<file path="src/rtl/mem_pipe_pkg.sv">
// Shared widths, opcode ranges, write masks and stage-register layouts for the
// memory pipeline (MEM_A -> MEM_B -> WB).
package mem_pipe_pkg;

  localparam int REG_W  = 5;
  localparam int DATA_W = 32;
  localparam int OPC_W  = 5;

  // Load opcode ranges: word, double (16-bit), byte
  localparam logic [OPC_W-1:0] MEM_W_LO = 5'd3;
  localparam logic [OPC_W-1:0] MEM_W_HI = 5'd5;
  localparam logic [OPC_W-1:0] MEM_D_LO = 5'd6;
  localparam logic [OPC_W-1:0] MEM_D_HI = 5'd8;
  localparam logic [OPC_W-1:0] MEM_B_LO = 5'd9;
  localparam logic [OPC_W-1:0] MEM_B_HI = 5'd11;

  localparam logic [3:0] WE_W = 4'b1111;
  localparam logic [3:0] WE_D = 4'b0011;
  localparam logic [3:0] WE_B = 4'b0001;

  typedef struct packed {
    logic              bubble;
    logic              is_load;
    logic              halt;
    logic [OPC_W-1:0]  opcode;
    logic [1:0]        addr_lo;
    logic [REG_W-1:0]  tgt_1;
    logic [REG_W-1:0]  tgt_2;
    logic [DATA_W-1:0] res_1;
    logic [DATA_W-1:0] res_2;
  } mb_t;

  typedef struct packed {
    logic              bubble;
    logic              halt;
    logic [REG_W-1:0]  tgt_1;
    logic [REG_W-1:0]  tgt_2;
    logic [DATA_W-1:0] res_1;
    logic [DATA_W-1:0] res_2;
  } wb_t;

  localparam mb_t MB_RST = '{bubble: 1'b1, default: '0};
  localparam wb_t WB_RST = '{bubble: 1'b1, default: '0};

  function automatic logic in_range(input logic [OPC_W-1:0] op,
                                    input logic [OPC_W-1:0] lo,
                                    input logic [OPC_W-1:0] hi);
    return (op >= lo) && (op <= hi);
  endfunction

  // Byte offset for store alignment: words never shift, doubles snap to a
  // 2-byte boundary, bytes use the full low address.
  function automatic logic [1:0] store_shift(input logic [3:0] we, input logic [1:0] a);
    case (we)
      WE_W:    return 2'b00;
      WE_D:    return {a[1], 1'b0};
      WE_B:    return a;
      default: return a;
    endcase
  endfunction

endpackage

</file>
<file path="src/rtl/mem_pipe_if.sv">
// Data-memory port: request from the pipeline, read data back one cycle later.
interface mem_pipe_if
  import mem_pipe_pkg::*;
#(parameter int ADDR_W = 32);

  logic [ADDR_W-1:0] mem_addr;
  logic              mem_re;
  logic [3:0]        mem_we;
  logic [DATA_W-1:0] mem_wdata;
  logic [DATA_W-1:0] mem_rdata;

  modport master (output mem_addr, mem_re, mem_we, mem_wdata, input mem_rdata);
  modport slave  (input mem_addr, mem_re, mem_we, mem_wdata, output mem_rdata);

endinterface

</file>
<file path="src/rtl/mem_pipe_load_align.sv">
// Little-endian load extraction: selects the word, half or byte lane named by
// the opcode range and low address bits, zero-extended.
module mem_pipe_load_align
  import mem_pipe_pkg::*;
(
  input  logic [OPC_W-1:0]  opcode,
  input  logic [1:0]        addr_lo,
  input  logic [DATA_W-1:0] rdata,
  output logic [DATA_W-1:0] data
);

  always_comb begin
    data = rdata;
    if (in_range(opcode, MEM_W_LO, MEM_W_HI))
      data = rdata;
    else if (in_range(opcode, MEM_D_LO, MEM_D_HI))
      data = {16'h0000, addr_lo[1] ? rdata[31:16] : rdata[15:0]};
    else if (in_range(opcode, MEM_B_LO, MEM_B_HI))
      data = {24'h000000, rdata[{addr_lo, 3'b000} +: 8]};
  end

endmodule

</file>
<file path="src/rtl/mem_pipe.sv">
// Memory pipeline: drives the data-memory port from MEM_A, carries each
// instruction through MEM_B and WB, and formats load data on its way to WB.
module mem_pipe
  import mem_pipe_pkg::*;
#(
  parameter int ADDR_W = 32,
  parameter int RD_LAT = 1
) (
  input  logic              clk,
  input  logic              rst,
  input  logic              halt,
  input  logic              bubble_in,
  input  logic [OPC_W-1:0]  opcode_in,
  input  logic [REG_W-1:0]  tgt_in_1,
  input  logic [REG_W-1:0]  tgt_in_2,
  input  logic [DATA_W-1:0] result_in_1,
  input  logic [DATA_W-1:0] result_in_2,
  input  logic [ADDR_W-1:0] addr_in,
  input  logic [DATA_W-1:0] store_data_in,
  input  logic [3:0]        we_in,
  input  logic              is_load_in,
  input  logic              is_store_in,
  input  logic              halt_in,
  mem_pipe_if.master        mem,
  output logic [REG_W-1:0]  mem_b_tgt_1,
  output logic [REG_W-1:0]  mem_b_tgt_2,
  output logic [DATA_W-1:0] mem_b_result_out_1,
  output logic [DATA_W-1:0] mem_b_result_out_2,
  output logic              mem_b_bubble,
  output logic              mem_b_is_load,
  output logic [REG_W-1:0]  wb_tgt_1,
  output logic [REG_W-1:0]  wb_tgt_2,
  output logic [DATA_W-1:0] wb_result_out_1,
  output logic [DATA_W-1:0] wb_result_out_2,
  output logic              wb_bubble,
  output logic              halt_out
);

  mb_t               mb;
  wb_t               wb;
  logic              req_ok;
  logic [1:0]        st_off;
  logic [RD_LAT-1:0] rd_pipe;
  logic [DATA_W-1:0] hold_q;
  logic              hold_vld;
  logic [DATA_W-1:0] rd_src;
  logic [DATA_W-1:0] ld_data;
  logic              unused_is_store;

  // The write mask already encodes store-ness; the flag is informational here.
  assign unused_is_store = is_store_in;

  assign req_ok         = !bubble_in && !halt && !rst;
  assign st_off         = store_shift(we_in, addr_in[1:0]);
  assign mem.mem_addr   = {addr_in[ADDR_W-1:2], 2'b00};
  assign mem.mem_re     = is_load_in && req_ok;
  assign mem.mem_we     = req_ok ? (we_in << st_off) : 4'b0000;
  assign mem.mem_wdata  = store_data_in << {st_off, 3'b000};

  // rdata arrives RD_LAT cycles after the strobe regardless of halt, so it is
  // parked in hold_q if the pipeline is frozen when it shows up.
  always_ff @(posedge clk) begin
    if (rst) begin
      rd_pipe  <= '0;
      hold_q   <= '0;
      hold_vld <= 1'b0;
    end else begin
      rd_pipe[0] <= mem.mem_re;
      for (int i = 1; i < RD_LAT; i++) rd_pipe[i] <= rd_pipe[i-1];
      if (halt) begin
        if (rd_pipe[RD_LAT-1]) begin
          hold_q   <= mem.mem_rdata;
          hold_vld <= 1'b1;
        end
      end else begin
        hold_vld <= 1'b0;
      end
    end
  end

  assign rd_src = hold_vld ? hold_q : mem.mem_rdata;

  mem_pipe_load_align u_align (
    .opcode  (mb.opcode),
    .addr_lo (mb.addr_lo),
    .rdata   (rd_src),
    .data    (ld_data)
  );

  always_ff @(posedge clk) begin
    if (rst) begin
      mb <= MB_RST;
      wb <= WB_RST;
    end else if (!halt) begin
      mb <= '{bubble:  bubble_in,
              is_load: is_load_in,
              halt:    halt_in,
              opcode:  opcode_in,
              addr_lo: addr_in[1:0],
              tgt_1:   tgt_in_1,
              tgt_2:   tgt_in_2,
              res_1:   result_in_1,
              res_2:   result_in_2};
      wb <= '{bubble: mb.bubble,
              halt:   mb.halt && !mb.bubble,
              tgt_1:  mb.tgt_1,
              tgt_2:  mb.tgt_2,
              res_1:  (!mb.bubble && mb.is_load) ? ld_data : mb.res_1,
              res_2:  mb.res_2};
    end
  end

  assign mem_b_tgt_1        = mb.tgt_1;
  assign mem_b_tgt_2        = mb.tgt_2;
  assign mem_b_result_out_1 = mb.res_1;
  assign mem_b_result_out_2 = mb.res_2;
  assign mem_b_bubble       = mb.bubble;
  assign mem_b_is_load      = mb.is_load;
  assign wb_tgt_1           = wb.tgt_1;
  assign wb_tgt_2           = wb.tgt_2;
  assign wb_result_out_1    = wb.res_1;
  assign wb_result_out_2    = wb.res_2;
  assign wb_bubble          = wb.bubble;
  assign halt_out           = wb.halt;

endmodule

</file>
<file path="src/flat_wrapper.sv">
// flat-port wrapper written by rule: the top's interface ports become plain ports
module mem_pipe_flat import mem_pipe_pkg::*;
#(
  parameter int ADDR_W = 32,
  parameter int RD_LAT = 1
)
  (clk, rst, halt, bubble_in, opcode_in, tgt_in_1, tgt_in_2, result_in_1, result_in_2, addr_in, store_data_in, we_in, is_load_in, is_store_in, halt_in, mem_b_tgt_1, mem_b_tgt_2, mem_b_result_out_1, mem_b_result_out_2, mem_b_bubble, mem_b_is_load, wb_tgt_1, wb_tgt_2, wb_result_out_1, wb_result_out_2, wb_bubble, halt_out, mem_mem_addr, mem_mem_re, mem_mem_we, mem_mem_wdata, mem_mem_rdata);
  mem_pipe_if #(.ADDR_W(ADDR_W)) mem_i ();
  input  logic clk;
  input  logic rst;
  input  logic halt;
  input  logic bubble_in;
  input  logic [OPC_W-1:0] opcode_in;
  input  logic [REG_W-1:0] tgt_in_1;
  input  logic [REG_W-1:0] tgt_in_2;
  input  logic [DATA_W-1:0] result_in_1;
  input  logic [DATA_W-1:0] result_in_2;
  input  logic [ADDR_W-1:0] addr_in;
  input  logic [DATA_W-1:0] store_data_in;
  input  logic [3:0] we_in;
  input  logic is_load_in;
  input  logic is_store_in;
  input  logic halt_in;
  output logic [REG_W-1:0] mem_b_tgt_1;
  output logic [REG_W-1:0] mem_b_tgt_2;
  output logic [DATA_W-1:0] mem_b_result_out_1;
  output logic [DATA_W-1:0] mem_b_result_out_2;
  output logic mem_b_bubble;
  output logic mem_b_is_load;
  output logic [REG_W-1:0] wb_tgt_1;
  output logic [REG_W-1:0] wb_tgt_2;
  output logic [DATA_W-1:0] wb_result_out_1;
  output logic [DATA_W-1:0] wb_result_out_2;
  output logic wb_bubble;
  output logic halt_out;
  output wire logic [$bits(mem_i.mem_addr)-1:0] mem_mem_addr;
  output wire logic [$bits(mem_i.mem_re)-1:0] mem_mem_re;
  output wire logic [$bits(mem_i.mem_we)-1:0] mem_mem_we;
  output wire logic [$bits(mem_i.mem_wdata)-1:0] mem_mem_wdata;
  input wire logic [$bits(mem_i.mem_rdata)-1:0] mem_mem_rdata;
  assign mem_mem_addr = mem_i.mem_addr;
  assign mem_mem_re = mem_i.mem_re;
  assign mem_mem_we = mem_i.mem_we;
  assign mem_mem_wdata = mem_i.mem_wdata;
  assign mem_i.mem_rdata = mem_mem_rdata;
  mem_pipe #(.ADDR_W(ADDR_W), .RD_LAT(RD_LAT)) u_core (.clk(clk), .rst(rst), .halt(halt), .bubble_in(bubble_in), .opcode_in(opcode_in), .tgt_in_1(tgt_in_1), .tgt_in_2(tgt_in_2), .result_in_1(result_in_1), .result_in_2(result_in_2), .addr_in(addr_in), .store_data_in(store_data_in), .we_in(we_in), .is_load_in(is_load_in), .is_store_in(is_store_in), .halt_in(halt_in), .mem(mem_i), .mem_b_tgt_1(mem_b_tgt_1), .mem_b_tgt_2(mem_b_tgt_2), .mem_b_result_out_1(mem_b_result_out_1), .mem_b_result_out_2(mem_b_result_out_2), .mem_b_bubble(mem_b_bubble), .mem_b_is_load(mem_b_is_load), .wb_tgt_1(wb_tgt_1), .wb_tgt_2(wb_tgt_2), .wb_result_out_1(wb_result_out_1), .wb_result_out_2(wb_result_out_2), .wb_bubble(wb_bubble), .halt_out(halt_out));
endmodule
</file>
<file path="config.mk">
export PLATFORM = sky130hd
export DESIGN_NAME = mem_pipe_flat
export DESIGN_NICKNAME = d
export VERILOG_FILES = /design/src/rtl/mem_pipe_pkg.sv /design/src/rtl/mem_pipe_if.sv /design/src/rtl/mem_pipe_load_align.sv /design/src/rtl/mem_pipe.sv /design/src/flat_wrapper.sv
export SDC_FILE = /design/constraint.sdc
export NUM_CORES = 1
export LEC_CHECK = 0
export BUFFER_PORTS_ARGS = -buffer_cell sky130_fd_sc_hd__buf_2
export CORE_MARGIN = 2
export CORE_UTILIZATION = 25
export DETAILED_ROUTE_END_ITERATION = 12
export GPL_ROUTABILITY_DRIVEN = 1
export PLACE_DENSITY = 0.44
export REMOVE_ABC_BUFFERS = 1
export SLEW_MARGIN = 20
export SYNTH_ARGS = -nofsm -noshare
export SYNTH_HDL_FRONTEND = slang
export SYNTH_SLANG_ARGS = --single-unit
</file>
<file path="constraint.sdc">
create_clock -name clk -period 1.7 [get_ports clk]
set_input_delay 0.17 -clock clk [delete_from_list [all_inputs] [get_ports clk]]
set_output_delay 0.17 -clock clk [all_outputs]
set_load 0.1 [all_outputs]
</file>
# ---- Yosys cells after proc, flatten, opt, wreduce, memory -nomap -nowiden
# Index checks and enable logic that the tools add are counted.
dict set report word_totals {
  ff_bits 194
  inputBits 186
  elab_cells 52
  output_inout_bits 221
}
dict set report op_classes {
  reduce_logical 14
  shift 3
  order_cmp 6
  eq_ne 2
  bitwise_logic 1
  n_mux 8
}
# op n
set op_table {}
lappend op_table {{$mux W32} 5}
lappend op_table {{$shiftx A32 B6 Y8} 1}
lappend op_table {{$shl A32 B5 Y32} 1}
lappend op_table {{$mux W16} 1}
lappend op_table {{$le A5 B4 Y1 const B} 2}
lappend op_table {{$logic_and A1 B1 Y1} 8}
lappend op_table {{$ge A5 B2 Y1 const B} 1}
lappend op_table {{$ge A5 B3 Y1 const B} 1}
lappend op_table {{$ge A5 B4 Y1 const B} 1}
lappend op_table {{$le A5 B3 Y1 const B} 1}
lappend op_table {{$eq A4 B2 Y1 const B} 1}
lappend op_table {{$eq A4 B4 Y1 const B} 1}
lappend op_table {{$logic_not A1 Y1} 4}
lappend op_table {{$mux W4} 1}
lappend op_table {{$pmux W2 S2} 1}
lappend op_table {{$shl A4 B2 Y4} 1}
lappend op_table {{$reduce_and A2 Y1} 1}
lappend op_table {{$reduce_or A2 Y1} 1}
lappend op_table {{$not A1 Y1} 1}

# ---- Depth between registers and ports, before layout
# Gate-level depths: netlist (run 1).
dict set report depth {
  word_depth 6
  depth_mapped 7
  mapped_depth_nobuf 5
}

# ---- Modules after synthesis
# Synthesis (run 1) repeated with hierarchy kept, for this count alone.
dict set report hier_totals {
  cells_unflattened 1014
  hier_area_um2 9544.2
}
# module n_inst seq_area_each_um2 area_each_um2 cells_each
set by_module_without_submodules {}
lappend by_module_without_submodules {mem_pipe 1 3883.7 8972.4 936}
lappend by_module_without_submodules {mem_pipe_load_align 1 0.0 571.8 78}

# ---- Worst setup path after synthesis (run 1)
# OpenSTA, ideal clock, no wires.
dict set report synth_timing {
  path_type {in2out}
  start {input we_in[2]}
  end {output mem_mem_wdata[16]}
  arrival_time_ps 3073
  path_buffers 1
  stages 5
  path_slack_ps -1543
  t_required_ps 1530
  cell_sequence {xor2_1 > o21ai_2 > buf_4 > mux2i_1 > o21ai_0}
}
dict set report synth_via {
  elab_chain_len 3
  elab_cells_between_ends 4
  cone_classes {2 x eq/ne; 1 x shift; 1 x mux}
}
# item line
set synth_lines {}
lappend synth_lines {{start: declaration} flat_wrapper.sv:20} ;# input logic [3:0] we_in;
lappend synth_lines {{$eq A4 B2 Y1 or $eq A4 B4 Y1 (tied branches)} mem_pipe_pkg.sv:54} ;# case (we)
lappend synth_lines {{$pmux W2 S2 *} mem_pipe_pkg.sv:54}
lappend synth_lines {{$shl A32 B5 Y32 *} mem_pipe.sv:58} ;# assign mem.mem_wdata = store_data_in << {st_off, 3'b000};
lappend synth_lines {{end: declaration} flat_wrapper.sv:39} ;# output wire logic [$bits(mem_i.mem_wdata)-1:0] mem_mem_wdata;
# Mark *: on every way between the ends. The rest lies on a longest branch, timed or not.

# ---- Final worst setup path (run 1)
dict set report layout_timing {
  start {input we_in[2]}
  end {output mem_mem_wdata[25]}
}
# The elaborated chain is that of the path after synthesis.

==> impl_metrics.toml, run 1 <==
[outcome]
status = "finished with violations"
failed_checks = "negative setup slack"

[pwr]
power_mw = 13.0
ir_drop_uv = 679
cellPowerDensity_mw_per_mm2 = 940
p_leak_nw = 6.22

[timing]
rsz0062_at_grt = "yes"
skew_ns = 0.0137
setup_viol = 18
hold_ws_ns = 0.0438
maxSlewHeadroom_pct = 57.7
min_period_over_period_pct = 103
finalHoldViolCount = 0
fin_crit_ns = 1.75
worstMarginPinSlew_ns = 0.635
slew_violations = 0
fmax_mhz = 570
fin_ws_ns = -0.0549

[yosys]
ys_async_sr_fraction_pct = 0
ys_seq_area_share_pct = 41.4
ys_types = 41
synth-main-ff-cell = "dfxtp_1"
synth.avg_cell_area_um2 = 8.98
synthesis.area_mm2 = 0.00937
ys_ff_latch = 194
yosys.area.top_type = "dfxtp_1"
synth_edf_count = 0
yosysWarnings = 0
ys_top_cells_by_area = "dfxtp_1 (41%), mux2i_1 (19%), buf_4 (8.8%)"
netlist.area_leader.share_pct = 41.4
synthCells = 1044

[drt]
ant_nets = 0
wire_per_inst_um = 17.4
vias = 8337
drtIter0Drc = 327
remaining_drc_errors = 0
drtPass1Iterations = 6
routed_wl_mm = 32.5
viasPerCell = 4.45

[floorplan]
io_pins = 407
initial_core_util_pct = 25.5
core_mm2 = 0.0368
die-area_mm2 = 0.0390
rows = 70
die_w_um = 198
die_h_um = 198

[global_routing]
grt_overflow = 0
grt_pass1_wl_mm = 47.5
grt_antenna_before_repair = 2
grt_pass1_vias = 8046
grt_max_degree = 87
grt_usage_pct = 16.0

[clock_network]
root_buffer = "clkbuf_16"
clockBufferDepth = 2
clkSlewWorstSetupHoldPaths_ns = 0.07
cts_buffers = 17
clk_latency_ns = 0.44
cts.sinks = 194
h-tree-depth = 4
cts_tree = "done"

[cells_and_area]
area_growth_pct = 48.1
drive_above_1_share_pct = 38.0
fin_cells = 1874
antenna_cells = 0
fin_nets = 1582

[run]
cap_violations = 0

[hold_path]
hp-class = "in2reg"

[worst_setup_path]
worstSetupPathType = "in2out"
cp_max_fo = 7
cp_slowest_cell = "mux2_4"
crit_buf_inv = 4
path_delay_family = "buffers and inverters"
worstPathArrival_ns = 1.58
crit_required_ns = 1.53
crit_path_start_kind = "input pin"
path_cells = "buf_6, xor2_2, o21ai_2, buf_6, clkbuf_16, mux2_4, nor2_4, a21oi_2, clkbuf_16"
crit_path_end_kind = "primary output"
cpPeakStageDelay_ns = 0.32

[placed_design]
place_congestion = 0.780
place_hpwl_mm = 23.0
io_buffers = 343
placed_cells = 1726
[power breakdown]
part	switching [mW]	internal, mW
sequential	0.145	4.75
clock	1.86	2.31
combinational	2.74	1.24
total	4.74	8.30
[registers in the layout, indices dropped and copies added (netlist names)]
| signal | count |
|---|---|
| u_core.hold_q | 32 |
| u_core.mem_b_result_out_1 | 32 |
| u_core.mem_b_result_out_2 | 32 |
| u_core.wb_result_out_1 | 32 |
| u_core.wb_result_out_2 | 32 |
| u_core.mb | 8 |
| u_core.mem_b_tgt_1 | 5 |
| u_core.mem_b_tgt_2 | 5 |
| u_core.wb_tgt_1 | 5 |
| u_core.wb_tgt_2 | 5 |
| u_core.halt_out | 1 |
| u_core.hold_vld | 1 |
| u_core.mem_b_bubble | 1 |
| u_core.mem_b_is_load | 1 |
| u_core.rd_pipe | 1 |
| u_core.wb_bubble | 1 |
[placed cells by master, fill, tap and decap left out, drive strengths merged, types with 2 or more instances in the layout]
cell type	instances
a211oi	10
a21oi	67
a221oi	16
a22oi	9
and2	12
buf	389
bufinv	3
clkbuf	27
clkinv	2
conb	2
dfxtp	194
dlygate4sd3	113
inv	22
mux2	16
mux2i	174
nand2	84
nand2b	3
nor2	168
nor2b	8
nor3	10
o211ai	8
o21a	2
o21ai	21
o21bai	2
o221a	8
or3	25
[logic make-up after synthesis]
logic type,Yosys count,share of synthesized area (%)
AO/OA/AOI/OAI,147,10.9
XOR/XNOR,1,0.0935
buffers and inverters,196,12.7
flip-flops,194,41.4
multiplexers,190,20.5
other,1,0.0400
AND/OR/NAND/NOR,315,14.3
[synth_stat cells, types with 2 or more instances]
cell type / number
buf_4: 110
buf_2: 19
a21oi_1: 67
nor2b_1: 7
a221oi_2: 10
mux2_2: 16
a221oi_1: 6
o21a_1: 2
mux2i_1: 174
clkbuf_1: 47
nand2_1: 84
nor3_1: 10
o221a_2: 8
a211oi_1: 10
or3_1: 25
buf_6: 2
o211ai_1: 6
inv_1: 17
o211ai_2: 2
o21bai_1: 2
dfxtp_1: 194
nand2b_1: 3
a22oi_1: 9
and2_1: 12
o21ai_0: 18
o21ai_2: 2
nor2_1: 168
[stage by stage]
stage / setup TNS (ns) / setup slack [ns] / utilization (%) / instance area [µm²]
floorplan: -73.26 / -1.99 / - / 8250
global placement: -0.130 / -0.0493 / 31.8 / 11700
detailed placement: -0.222 / -0.0533 / 31.8 / 11700
CTS: -0.245 / -0.0354 / 36.5 / 13400
global route: -2.40 / -0.109 / 37.7 / 13900
finish: -0.480 / -0.0549 / 37.7 / 13900
[final cells by class]
type	count	area, µm²
Tap cell	468	586
Fill cell	3716	22900
Multi-Input combinational cell	655	4620
Timing Repair Buffer	511	4140
Sequential cell	194	3890
Clock buffer	18	429
Clock inverter	11	151
Inverter	17	63.8
[routing by layer]
| layer | track usage [%] | vias up | share of wire [%] | wire length (µm) |
|---|---|---|---|---|
| met3 | 6.85 | 21 | 8.6 | 2810 |
| met4 | 3.56 | 6 | 0.97 | 316 |
| met2 | 26.3 | 235 | 48 | 15600 |
| met5 | 0.639 | - | 0.18 | 60 |
| met1 | 19.4 | 3932 | 42 | 13800 |
| li1 | - | 4143 | - | - |
[worst register-to-register path, cell delays in order (launching register included)]
cell      delay [ns]
dfxtp_2         0.34
and3b_4         0.22
o21ba_4         0.23
buf_12          0.15
or3_4           0.37
a221oi_2        0.22
[path summary, 6_finish.rpt]
| check | startpoint | endpoint | slack (ns) | depth (start not counted) |
|---|---|---|---|---|
| hold / removal | addr_in[1] | u_core.mb[75] | 0.04 | 3 |
| hold reg to reg | u_core.hold_q[3] | u_core.hold_q[3] | 0.46 | 2 |
| setup reg to reg | u_core.mb[79] | u_core.wb_result_out_1[29] | 0.09 | 5 |
| setup / recovery | we_in[2] | mem_mem_wdata[25] | -0.05 | 9 |
[timing repair]
item,CTS,global route
cloned,0,2
pin swaps,0,10
hold endpoints to repair,114,0
setup endpoints to repair,21,45
buffers inserted,0,4
hold buffers,113,0
gates resized for setup,5,102
(Power assumes the default switching activity.)
==> inputs of run 2 (changes only) <==
clock period = 2.2 ns   (was 1.7 ns; I/O delays follow)
==> run 2 against run 1 <==
Against the previous run: the run now ends clean; wire length fell by 3.8%; clock power is 23% lower; count of clock-buffer cells in the layout did not move; critical endpoint is now u_core.wb_result_out_1[10]; largest power group unchanged.
==> impl_metrics.toml, run 2 (synthesis results as in run 1) <==
[worst_setup_path]
cp_max_fo = 14
worstSetupPathType = "reg2reg"
worstPathArrival_ns = 2.34
cp_slowest_cell = "o21ai_2"
crit_path_start_kind = "flip-flop"
cpPeakStageDelay_ns = 0.57
path_delay_family = "compound AO/OA/AOI/OAI gates"
crit_buf_inv = 0
r2r_cells = 5
r2r_start = "u_core.mb[79]"
rrSetupSlack_ns = 0.15
crit_required_ns = 2.49
crit_path_end_kind = "flip-flop"
timing.rr.end = "u_core.wb_result_out_1[10]"
path_cells = "and3b_4, o21ai_2, nor2_1, a211oi_1, nor3_1"

[global_routing]
grt_pass1_vias = 7878
grt_usage_pct = 15.7
grt_pass1_wl_mm = 46.2
grt_max_degree = 177
grt_overflow = 0
grt_antenna_before_repair = 3

[floorplan]
die-area_mm2 = 0.0390
die_h_um = 198
io_pins = 407
rows = 70
die_w_um = 198
initial_core_util_pct = 25.5
core_mm2 = 0.0368

[hold_path]
whs_path_depth = 3
hp-start = "result_in_2[19]"
hp-class = "in2reg"
hold_end = "u_core.mem_b_result_out_2[19]"

[drt]
vias = 8142
viasPerCell = 4.44
routed_wl_mm = 31.3
drtPass1Iterations = 5
remaining_drc_errors = 0
ant_nets = 0
wire_per_inst_um = 17.1
drtIter0Drc = 308

[cells_and_area]
mostFrequentLayoutCells = "buf_2 (306), dfxtp_1 (193), mux2i_1 (174)"
final_common_cell = "buf_2"
fin_cells = 1834
area_growth_pct = 37.9
drive_above_1_share_pct = 32.4
fin_nets = 1538

[timing]
setup_tns_ns = 0
min_period_over_period_pct = 93.3
slew_violations = 0
worstMarginPinSlew_ns = 0.918
maxSlewHeadroom_pct = 38.8
setup_viol = 0
skew_ns = 0.00855
finalHoldViolCount = 0
fin_crit_ns = 2.05
fmax_mhz = 487
rsz0062_at_grt = "no"

[run]
cap_violations = 0

[clock_network]
cts_tree = "done"
clk_latency_ns = 0.44
clockBufferDepth = 2
root_buffer = "clkbuf_16"
clkSlewWorstSetupHoldPaths_ns = 0.07
cts_buffers = 17
cts.sinks = 194
h-tree-depth = 4

[pwr]
power_mw = 9.82
p_leak_nw = 5.87
ir_drop_uv = 522
cellPowerDensity_mw_per_mm2 = 759

[placed_design]
placed_cells = 1702
place_hpwl_mm = 22.5
place_congestion = 0.812
io_buffers = 343

[outcome]
status = "finished, final reports clean"
## run 2: cell types whose count changed in the layout (fill, tap and decap cells not counted), moves of 10 or more
cell / delta
buf_4: -12
dlygate4sd3_1: -14
nor2_1: +11
mux2i_1: +10
## run 2: worst max-delay path by stage
stage,start,endpoint,cells past startpoint
floorplan,we_in[2],mem_mem_wdata[16],4
global placement,we_in[2],mem_mem_wdata[20],8
detailed placement,u_core.mb[79],u_core.wb_result_out_1[10],5
CTS,u_core.mb[79],u_core.wb_result_out_1[10],5
global route,u_core.mb[79],u_core.wb_result_out_1[10],5
finish,u_core.mb[79],u_core.wb_result_out_1[10],5
## run 2: stage by stage
step / area, µm² / util (%) / hold slack, ns / setup WS [ns]
CTS: 12900 / 35.1 / 0.0000391 / 0.202
detailed placement: 11400 / 30.9 / 0.441 / 0.234
global placement: 11400 / 30.9 / 0.438 / 0.251
global route: 12900 / 35.1 / 0.0109 / 0.104
floorplan: 8250 / - / 0.286 / -1.59
finish: 12900 / 35.1 / 0.0211 / 0.147
## run 2: final cells by class
| type | count | area (µm²) |
|---|---|---|
| flip-flops and latches | 194 | 3880 |
| fillers | 3826 | 23900 |
| clock inverters | 13 | 150 |
| multi-input cells | 655 | 4310 |
| repair buffers | 467 | 3500 |
| well taps | 468 | 586 |
| diodes | 2 | 5.00 |
| inverters | 17 | 63.8 |
| clock buffers | 18 | 429 |
## run 2: where the power goes
group,switching [mW],total [mW],internal (mW)
Sequential,0.109,3.78,3.67
Combinational,2.04,2.84,0.799
Clock,1.50,3.20,1.70
Total,3.65,9.82,6.16
## run 2: per-layer routing
layer,vias to the layer above,global-route usage (%),wire (µm)
li1,4070,-,-
met1,3786,18.6,13100
met2,256,25.4,14700
met3,24,7.21,3000
met4,6,4.01,373
met5,-,2.30,109
## run 2: worst min-delay path: cells and delay by family
kind,cells,cell delay [ns]
simple gates,1,0.07
mux,1,0.06
buf+inv,1,0.08
## run 2: what timing repair did
| action | 4_1_cts | 5_1_grt |
|---|---|---|
| setup buffers | 0 | 0 |
| endpoints found under the hold margin | 99 | 0 |
| hold buffers | 99 | 0 |
| gates resized for setup | 0 | 0 |
| setup endpoints to repair | 0 | 0 |
==> inputs of run 3 (changes only) <==
BUFFER_PORTS_ARGS = -buffer_cell sky130_fd_sc_hd__buf_4   (was -buffer_cell sky130_fd_sc_hd__buf_2)
==> run 3 against run 2 <==
Against the previous run: combinational power about the same; worst setup slack better by 0.055 ns; first-iteration DRC count fell by 10%; critical path depth is the same; clock power barely moved; wire length barely moved; power is 0.15% higher; sequential share of layout area down 0.75 points; die area is the same; sequential power about the same; design area is 2.6% higher; via count decreased by 0.77%; highest routed layer unchanged.
==> impl_metrics.toml, run 3 (synthesis results as in run 1) <==
[outcome]
status = "finished, final reports clean"

[timing]
skew_ns = 0.0144
rsz0062_at_grt = "no"
finalHoldViolCount = 0
fin_crit_ns = 2.00
maxSlewHeadroom_pct = 44.7
fmax_mhz = 501
slew_violations = 0
worstMarginPinSlew_ns = 0.829
min_period_over_period_pct = 90.8
setup_viol = 0
fin_ws_ns = 0.202

[clock_network]
clk_latency_ns = 0.45
cts_buffers = 17
root_buffer = "clkbuf_16"
clkSlewWorstSetupHoldPaths_ns = 0.08
h-tree-depth = 4
cts_setup_buffers = 0
cts_tree = "done"
cts_resized = 0
cts.sinks = 194
clockBufferDepth = 2

[placed_design]
place_hpwl_mm = 22.9
post_dp_cell_area_mm2 = 0.0117
place_congestion = 0.783
pre_cts_ws_ns = 0.215
io_buffers = 343

[floorplan]
die-area_mm2 = 0.0390
die_w_um = 198
core_mm2 = 0.0368
die_h_um = 198
rows = 70
initial_core_util_pct = 25.5
io_pins = 407

[cells_and_area]
drive_above_1_share_pct = 32.5
stdcell_area_mm2 = 0.0133
post-route-util_pct = 36.0
fin_nets = 1540
area_growth_pct = 41.5
mostFrequentLayoutCells = "buf_4 (365), dfxtp_1 (193), mux2i_1 (174)"
final_common_cell = "buf_4"
antenna_cells = 0

[pwr]
cellPowerDensity_mw_per_mm2 = 742
power_mw = 9.83
internal_power_mw = 6.20
pwr-share-clk_pct = 32.6
p_switching_mw = 3.63
p_leak_nw = 5.89
power_frac_comb_pct = 28.9
swShare_pct = 36.9
ir_drop_uv = 521
seqPwrFrac_pct = 38.5

[run]
cap_violations = 0

[worst_setup_path]
rrSetupSlack_ns = 0.20
cp_max_fo = 16
crit_path_end_kind = "flip-flop"
worstPathArrival_ns = 2.31
crit_required_ns = 2.51
worstSetupPathType = "reg2reg"
crit_path_start_kind = "flip-flop"

[global_routing]
grt_antenna_before_repair = 2
grt_pass1_wl_mm = 46.6
grt_max_degree = 72
grt_usage_pct = 15.7
grt_pass1_vias = 7854
grt_overflow = 0

[drt]
drtPass1Iterations = 4
vias = 8079
viasPerCell = 4.40
remaining_drc_errors = 0
wire_per_inst_um = 17.1
ant_nets = 0
routed_wl_mm = 31.3
drtIter0Drc = 276

[hold_path]
hp-class = "in2reg"
[run 3: cell types whose count changed in the layout (fill, tap and decap cells not counted)]
| cell | previous run | this run |
|---|---|---|
| buf_12 | 40 | 4 |
| buf_2 | 306 | 0 |
| buf_4 | 20 | 365 |
| clkbuf_1 | 1 | 3 |
| clkinv_2 | 2 | 1 |
| clkinv_4 | 0 | 1 |
| clkinv_8 | 0 | 1 |
| diode_2 | 2 | 0 |
| dlygate4sd3_1 | 99 | 98 |
| inv_6 | 4 | 3 |
| inv_8 | 2 | 1 |
[run 3: worst max-delay path, stage by stage, from the launching register on]
cell      delay [ns]
dfxtp_1         0.36
and3b_4         0.23
o21ai_2         0.64
nor2_1          0.09
a211oi_1        0.45
nor3_1          0.08
[run 3: stage by stage]
| step | hold WS [ns] | instances | setup TNS (ns) |
|---|---|---|---|
| after floorplan | 0.286 | 866 | -42.86 |
| final | 0.0270 | 1835 | 0 |
| after global placement | 0.438 | 1705 | 0 |
| after CTS | 0.000337 | 1834 | 0 |
| after detailed placement | 0.441 | 1705 | 0 |
| after global routing | 0.00554 | 1835 | 0 |
[run 3: power by group through the flow]
| stage | Combinational (mW) | Sequential (mW) | Clock [mW] |
|---|---|---|---|
| after detailed placement | 2.71 | 3.87 | 0 |
| final | 2.84 | 3.79 | 3.21 |
| after CTS | 2.86 | 3.79 | 3.36 |
| after floorplan | 0.852 | 4.86 | 0 |
| after global routing | 2.97 | 3.81 | 3.47 |
| after global placement | 2.71 | 3.87 | 0 |
[run 3: worst paths after layout]
check / start / endpoint / cells past startpoint
worst max-delay path: u_core.mb[79] / u_core.wb_result_out_1[10] / 5
worst min-delay path: result_in_2[28] / u_core.mem_b_result_out_2[28] / 3
worst max register to register: u_core.mb[79] / u_core.wb_result_out_1[10] / 5
worst min register to register: u_core.hold_q[3] / u_core.hold_q[3] / 2
[run 3: area by class of cell]
cell class	instances	area, µm²
Fill cell	3826	23500
Tap cell	468	586
Inverter	17	63.8
Sequential cell	194	3880
Clock buffer	20	437
Clock inverter	12	150
Timing Repair Buffer	469	3830
Multi-Input combinational cell	655	4310
[run 3: what timing repair did]
action	4_1_cts	5_1_grt
hold buffers	97	1
hold endpoints to repair	97	1
setup endpoints to repair	0	0
[run 3: metal layers]
metal / vias up / part of all wire [%] / wire, µm / track usage (%)
met2: 245 / 46 / 14500 / 24.9
met5: - / 0.29 / 92 / 1.92
li1: 4052 / - / - / -
met4: 6 / 0.59 / 184 / 3.65
met1: 3763 / 43 / 13600 / 19.0
met3: 13 / 9.4 / 2930 / 7.36
